File: src/rtl/s_ram_reader_if.sv
// Read port plus output stream of the s_RAM reader.
// The master side belongs to the reader; the slave side is the RAM/consumer.
interface s_ram_reader_if #(
  parameter int ADDR_W = 8,
  parameter int DATA_W = 8
);
  logic [ADDR_W-1:0] address;
  logic [DATA_W-1:0] q;
  logic [DATA_W-1:0] out_data;
  logic [ADDR_W-1:0] out_index;
  logic              out_valid;
  logic              out_ready;

  modport master (output address, out_data, out_index, out_valid,
                  input  q, out_ready);
  modport slave  (input  address, out_data, out_index, out_valid,
                  output q, out_ready);
endinterface

File: src/rtl/s_ram_reader.sv
// Sweeps s_RAM addresses 0..DEPTH-1 and streams each word out over valid/ready.
// Optional identity-pattern checker is enabled by defining S_RAM_READER_CHECK_EN.
module s_ram_reader #(
  parameter int ADDR_W     = 8,
  parameter int DATA_W     = 8,
  parameter int RD_LATENCY = 1
) (
  input  logic              clock,
  input  logic              reset,
  input  logic              start,
  s_ram_reader_if.master    bus,
  output logic              busy,
  output logic              stop
`ifdef S_RAM_READER_CHECK_EN
  ,
  output logic              mismatch,
  output logic [ADDR_W:0]   error_count,
  output logic [ADDR_W-1:0] first_error_addr
`endif
);

  localparam int CNT_W = 3;

  typedef enum logic [2:0] {
    IDLE    = 3'd0,
    ISSUE   = 3'd1,
    WAIT    = 3'd2,
    PRESENT = 3'd3,
    DONE    = 3'd4
  } state_t;

  state_t           state;
  logic [CNT_W-1:0] wait_cnt;

  always_ff @(posedge clock) begin
    if (reset) begin
      state         <= IDLE;
      wait_cnt      <= '0;
      bus.address   <= '0;
      bus.out_data  <= '0;
      bus.out_index <= '0;
      bus.out_valid <= 1'b0;
      busy          <= 1'b0;
      stop          <= 1'b0;
`ifdef S_RAM_READER_CHECK_EN
      mismatch         <= 1'b0;
      error_count      <= '0;
      first_error_addr <= '0;
`endif
    end else begin
      stop <= 1'b0;
      case (state)
        IDLE: begin
          if (start) begin
            state       <= ISSUE;
            bus.address <= '0;
            busy        <= 1'b1;
`ifdef S_RAM_READER_CHECK_EN
            mismatch         <= 1'b0;
            error_count      <= '0;
            first_error_addr <= '0;
`endif
          end
        end
        ISSUE: begin
          state    <= WAIT;
          wait_cnt <= '0;
        end
        WAIT: begin
          if (wait_cnt == CNT_W'(RD_LATENCY - 1)) begin
            state         <= PRESENT;
            bus.out_data  <= bus.q;
            bus.out_index <= bus.address;
            bus.out_valid <= 1'b1;
`ifdef S_RAM_READER_CHECK_EN
            // Expected contents are the identity pattern s[i] = i.
            if (bus.q != DATA_W'(bus.address)) begin
              mismatch <= 1'b1;
              if (error_count != '1) error_count <= error_count + 1'b1;
              if (!mismatch) first_error_addr <= bus.address;
            end
`endif
          end else begin
            wait_cnt <= wait_cnt + 1'b1;
          end
        end
        PRESENT: begin
          if (bus.out_valid && bus.out_ready) begin
            bus.out_valid <= 1'b0;
            // Last address goes to DONE first, so the counter never wraps.
            if (&bus.address) begin
              state <= DONE;
              stop  <= 1'b1;
            end else begin
              bus.address <= bus.address + 1'b1;
              state       <= ISSUE;
            end
          end
        end
        DONE: begin
          state <= IDLE;
          busy  <= 1'b0;
        end
        default: begin
          state         <= IDLE;
          busy          <= 1'b0;
          bus.out_valid <= 1'b0;
        end
      endcase
    end
  end

endmodule

File: src/flat_wrapper.sv
// flat-port wrapper written by rule: the top's interface ports become plain ports
module s_ram_reader_flat 
#(
  parameter int ADDR_W     = 8,
  parameter int DATA_W     = 8,
  parameter int RD_LATENCY = 1
)
  (clock, reset, start, busy, stop, bus_address, bus_out_data, bus_out_index, bus_out_valid, bus_q, bus_out_ready);
  s_ram_reader_if #(.ADDR_W(ADDR_W), .DATA_W(DATA_W)) bus_i ();
  input  logic clock;
  input  logic reset;
  input  logic start;
  output logic busy;
  output logic stop;
  output wire logic [$bits(bus_i.address)-1:0] bus_address;
  output wire logic [$bits(bus_i.out_data)-1:0] bus_out_data;
  output wire logic [$bits(bus_i.out_index)-1:0] bus_out_index;
  output wire logic [$bits(bus_i.out_valid)-1:0] bus_out_valid;
  input wire logic [$bits(bus_i.q)-1:0] bus_q;
  input wire logic [$bits(bus_i.out_ready)-1:0] bus_out_ready;
  assign bus_address = bus_i.address;
  assign bus_out_data = bus_i.out_data;
  assign bus_out_index = bus_i.out_index;
  assign bus_out_valid = bus_i.out_valid;
  assign bus_i.q = bus_q;
  assign bus_i.out_ready = bus_out_ready;
  s_ram_reader #(.ADDR_W(ADDR_W), .DATA_W(DATA_W), .RD_LATENCY(RD_LATENCY)) u_core (.clock(clock), .reset(reset), .start(start), .bus(bus_i), .busy(busy), .stop(stop));
endmodule
File: config.mk
export PLATFORM = sky130hd
export DESIGN_NAME = s_ram_reader_flat
export DESIGN_NICKNAME = d
export VERILOG_FILES = /design/src/rtl/s_ram_reader_if.sv /design/src/rtl/s_ram_reader.sv /design/src/flat_wrapper.sv
export SDC_FILE = /design/constraint.sdc
export NUM_CORES = 1
export LEC_CHECK = 0
export CAP_MARGIN = 40
export CORE_MARGIN = 1.5
export CORE_UTILIZATION = 25
export CTS_CLUSTER_SIZE = 14
export DETAILED_ROUTE_END_ITERATION = 10
export GPL_TIMING_DRIVEN = 0
export SLEW_MARGIN = 10
export SYNTH_ARGS = -nofsm -noshare
export SYNTH_HDL_FRONTEND = slang
export SYNTH_SLANG_ARGS = --single-unit
File: constraint.sdc
create_clock -name clock -period 3.1 [get_ports clock]
set_input_delay 0.62 -clock clock [delete_from_list [all_inputs] [get_ports clock]]
set_output_delay 0.62 -clock clock [all_outputs]
set_load 0.01 [all_outputs]
Word-level counts from Yosys, hierarchy flattened
Cells that the tools add are included.

Logic and storage cells: 55. Register bits: 33. Bits of input ports: 12. Output and inout bits: 27.

$add $sub $neg: 2. Reduce and logical (&&, ||, !) cells: 15. Muxes and demuxes: 17. Eq/ne operators: 9. Bitwise operators: 4.

Operator list (number): $mux W8 (3); $pmux W8 S2 (1); $mux W3 (5); $pmux W3 S4 (1); $reduce_or A3 Y1 (3); $add A8 B1 Y8 const B (1); $reduce_and A8 Y1 (1); $eq A3 B2 Y1 const B (2); $logic_not A3 Y1 (2); $ne A2 B2 Y1 const B (3); $pmux W3 S2 (1); $reduce_and A2 Y1 (3); $reduce_and A3 Y1 (2); $mux W1 (4); $ne A2 B1 Y1 const B (2); $not A1 Y1 (4); $reduce_and A4 Y1 (1); $reduce_bool A2 Y1 (2); $add A3 B1 Y3 const B (1); $eq A3 B1 Y1 const B (1); $eq A3 B3 Y1 const B (1); $pmux W1 S3 (1); $pmux W1 S2 (1); $logic_and A1 B1 Y1 (1).

Depth between registers and ports, before layout
Word-level depth: 4. Depth in mapped cells: 8. Gate-level depth less buffers: 6.

Worst setup path before layout
OpenSTA, ideal clock, no wires.

Path type: register -> register. Start point: reg u_core.wait_cnt[0]. End point: reg u_core.bus.out_index[3]. Path buffers: 2. Clock period less this slack: 1.612 ns. Setup time: 0.128 ns. Arrival: 1.484 ns. Cell stages (with the launch flop): 9. Setup slack: 1.488 ns. Required time: 2.972 ns. Cells stage by stage: dfxtp_1 > inv_1 > ha_1 > nor2b_2 > nor3b_1 > buf_4 > buf_6 > mux2i_1 > nor2_1.

Cells in the longest elaborated chain, start to end: 2.

Ends and longest elaborated chain: start, declared (RTL line s_ram_reader.sv:33) `logic [CNT_W-1:0] wait_cnt;`; start signal, assigned (RTL line s_ram_reader.sv:84) `wait_cnt <= wait_cnt + 1'b1;`; $logic_not A3 Y1 (RTL line s_ram_reader.sv:70) `if (wait_cnt == CNT_W'(RD_LATENCY - 1)) begin`; $reduce_and A2 Y1 (no line); end signal, assigned (RTL line s_ram_reader.sv:73) `bus.out_index <= bus.address;`; end, declared (RTL line s_ram_reader_if.sv:14) `modport master (output address, out_data, out_index, out_valid,`.

Every way passes these cells. A chain may end at the register's enable or synchronous reset.

Final worst setup path
Start point: in bus_out_ready. End point: reg u_core.bus.address[2].

Cells in the longest elaborated chain, start to end: 3.

Ends and longest elaborated chain: start, declared (RTL line flat_wrapper.sv:20) `input wire logic [$bits(bus_i.out_ready)-1:0] bus_out_ready;`; $logic_and A1 B1 Y1 (RTL line s_ram_reader.sv:88) `if (bus.out_valid && bus.out_ready) begin`; $ne A2 B1 Y1 (no line); $reduce_and A4 Y1 (no line); end signal, assigned (RTL line s_ram_reader.sv:95) `bus.address <= bus.address + 1'b1;`; end, declared (RTL line s_ram_reader_if.sv:14).

Every way passes these cells.

==> results.ini <==
[grt]
grt_overflow=0
grt_antenna_before_repair=0
grt_max_degree=11
grt_first_pass_wirelength_mm=5.478
grt_pass1_vias=1128
track_usage=0.1079

[sta]
grt_setup_unrepaired=no
tightest_slew_ps=451.6
setup_slack_ps=1141
finClkSkew_ps=2.575
slew_viol_final=0
setup_violations=0
min_period_ps=1959
tns_ps=0
maxSlewHeadroom=0.6989
fmax_ghz=0.5106
hold_viol=0
post-route-period-util=0.6318

[die]
start_util=0.2589
die_area_um2=6573
io_pins=39
core_region_area_um2=5886
die_h_um=81.08
fp.dieW_um=81.08
core.rowCount=28

[cells_and_area]
area_growth_pct=36.78
register_area_um2=660.6
multi_input_area_um2=798.3
num_antenna_cells=0
nFillCells=626
final_nets=220
fin_area_um2=2085
drive_gt1_frac=0.1024
fin_util=0.3542

[setup_path]
rr_startpoint=u_core.wait_cnt[0]$_SDFFE_PP0P_
r2r_cells=8
reg2reg_slack_ps=1290
worst_setup_path_start_kind=input pin
regToRegEndpoint=u_core.bus.out_index[7]$_SDFFE_PP0P_
crit_type=in -> reg
crit_fanout=7
crit_path_end_kind=flip-flop
cp.required_ps=3320
arrival_ps=2180

[power_and_ir_drop]
p_sw_frac=0.2346
comb_power_share=0.135
p_int_uw=675.0
p_seq_frac=0.502
p_leak_nw=0.7626
clkPwrFrac=0.364
irDropWorstVdd_mv=0.1877
power_uw=881.8
switchingPower_uw=206.8
powerDensity_nw_per_um2=423.0

[clocking]
hold_buffers=0
cts_sinks=33
cts_tree=done
clock_latency_ps=270
cts_buffers=5
cts_resized=0
post-cts-setup-buffers=0
clockRootBuffer=clkbuf_8
cts_max_path_buffers=2
htreeDepth=2
cts.reportedPaths.clkPinSlew_ps=70

[logic_synthesis]
synthFlopType=dfxtp_1
synth_area_per_cell_um2=9.525
ys_warn_count=0
synth_edf_count=0
synth_mux_area_frac=0.1256
ys_top_cells_by_count=33 x dfxtp_1, 26 x nor2_1, 18 x mux2i_1, 10 x nand2_1
synth_cells=160
yosys.area_share.xor_xnor=0
synth_top_area_share=0.4335
synth.area.top_cells=dfxtp_1 43%, mux2i_1 12%, nor2_1 6.4%, ha_1 2.5%, nand2_1 2.5%
synthSimpleGateAreaFrac=0.2332
synth-compound-area-share=0.1404
synth_fp_nets=175
async_flop_share=0
synth_top_cell_by_area=dfxtp_1
syn-cell-area_um2=1524
synth.distinct_cells=43
synth_fa_ha_area_frac=0.02463
synth_seq_area_share=0.4335
ys_ff_latch=33
yosysMostFrequentCell=dfxtp_1
synth_top_family_by_area=simple AND/OR/NAND/NOR gates

[outcome]
status=finished, final reports clean

[route]
ant_nets=0
wl_per_cell_um=11.87
drtIter0Drc=60
drc=0
drtPass1Iterations=4
vias_per_cell=4.504
vias=1261
finalWirelength_mm=3.324

[placement]
pre_cts_slack_ps=857.8
dp_hpwl_mm=2.350
gp_congestion=0.7411
io_buffer_count=38
placed_area_um2=1998

[worst_hold_path]
holdCritStartpoint=u_core.busy$_SDFFE_PP0P_
hold_depth=1
hp-class=reg -> reg
holdPathEnd=u_core.busy$_SDFFE_PP0P_

[flow_run]
maxCapViolations=0

==> routing by layer <==
metal	vias up	GRT usage	wire, um
li1	649	-	-
met5	-	0	0
met2	32	0.1508	1366
met3	4	0.03034	208
met1	576	0.1485	1700
met4	0	0.05690	48
==> flip-flops by register name (all words and copies together), names as in the netlist <==
register,flops
u_core.bus.out_valid,1
u_core.stop,1
u_core.bus.out_index,8
u_core.bus.out_data,8
u_core.wait_cnt,3
u_core.busy,1
u_core.state,3
u_core.bus.address,8
==> kinds of logic (layout without fill, tap and decap cells) <==
group | after synthesis | count (layout)
mux | 19 | 19
flops | 33 | 33
compound gates | 27 | 27
buf+inv | 12 | 57
simple gates | 66 | 66
fa+ha+maj | 3 | 3
==> through the flow <==
| stage | cells | hold slack (ps) |
|---|---|---|
| floorplan | 160 | 470.7 |
| global placement | 273 | 448.3 |
| detailed placement | 273 | 460.9 |
| global route | 280 | 491.4 |
| finish | 280 | 472.2 |
| CTS | 280 | 476.9 |
==> worst max-delay path by stage <==
stage                                                  start                              endpoint  slack, ps  cells after the start
after floorplan              u_core.wait_cnt[0]$_SDFFE_PP0P_  u_core.bus.out_index[3]$_SDFFE_PP0P_       1490                      8
after global placement                         bus_out_ready    u_core.bus.address[2]$_SDFFE_PP0P_        850                      5
after detailed placement                       bus_out_ready    u_core.bus.address[2]$_SDFFE_PP0P_        860                      5
after CTS                 u_core.bus.address[4]$_SDFFE_PP0P_                        bus_address[4]       1120                      1
after global routing                                   reset    u_core.bus.address[7]$_SDFFE_PP0P_       1020                      6
final                                          bus_out_ready    u_core.bus.address[2]$_SDFFE_PP0P_       1140                      5
==> layout by cell type (no fill, tap or decap), types with 2 or more instances in the layout <==
cell type        synthesis  layout
a211o_1                  2       2
a21o_1                   3       3
a21oi_1                  2       2
and3_1                   2       2
buf_4                    3       3
clkbuf_1                 4       5
clkbuf_8                 0       6
clkdlybuf4s50_1          0      38
dfxtp_1                 33      33
ha_1                     3       3
inv_1                    3       3
mux2i_1                 18      18
nand2_1                 10      10
nand2b_1                 2       2
nand3_1                  2       2
nand4_1                  2       2
nor2_1                  26      26
nor3_1                   4       4
nor3b_1                  5       5
nor4b_1                  2       2
o21a_1                   2       2
o21ai_0                  5       5
o21bai_1                 2       2
o22a_1                   3       3
or2_1                    2       2
==> critical path, stage by stage <==
cell	delay, ps
clkdlybuf4s50_1	470
and4_1	290
and2b_4	190
a211oi_4	400
a221o_1	210
==> cell type report <==
class,instances,share of cell area
multi-input cells,115,0.3830
well taps,75,0.04502
inverters,3,0.005402
clock buffers,7,0.04142
repair buffers,38,0.1825
plain buffers,9,0.02581
flip-flops and latches,33,0.3169
==> power by group through the flow <==
| stage | clock network, mW | registers [mW] | logic (mW) |
|---|---|---|---|
| 3_5_place_dp | 0 | 0.452 | 0.120 |
| 3_3_place_gp | 0 | 0.452 | 0.120 |
| 5_1_grt | 0.358 | 0.443 | 0.128 |
| 6_report | 0.321 | 0.443 | 0.119 |
| 4_1_cts | 0.338 | 0.442 | 0.121 |
| 2_1_floorplan | 0 | 0.456 | 0.0675 |
Note: power is estimated with default switching activity, not from simulation.
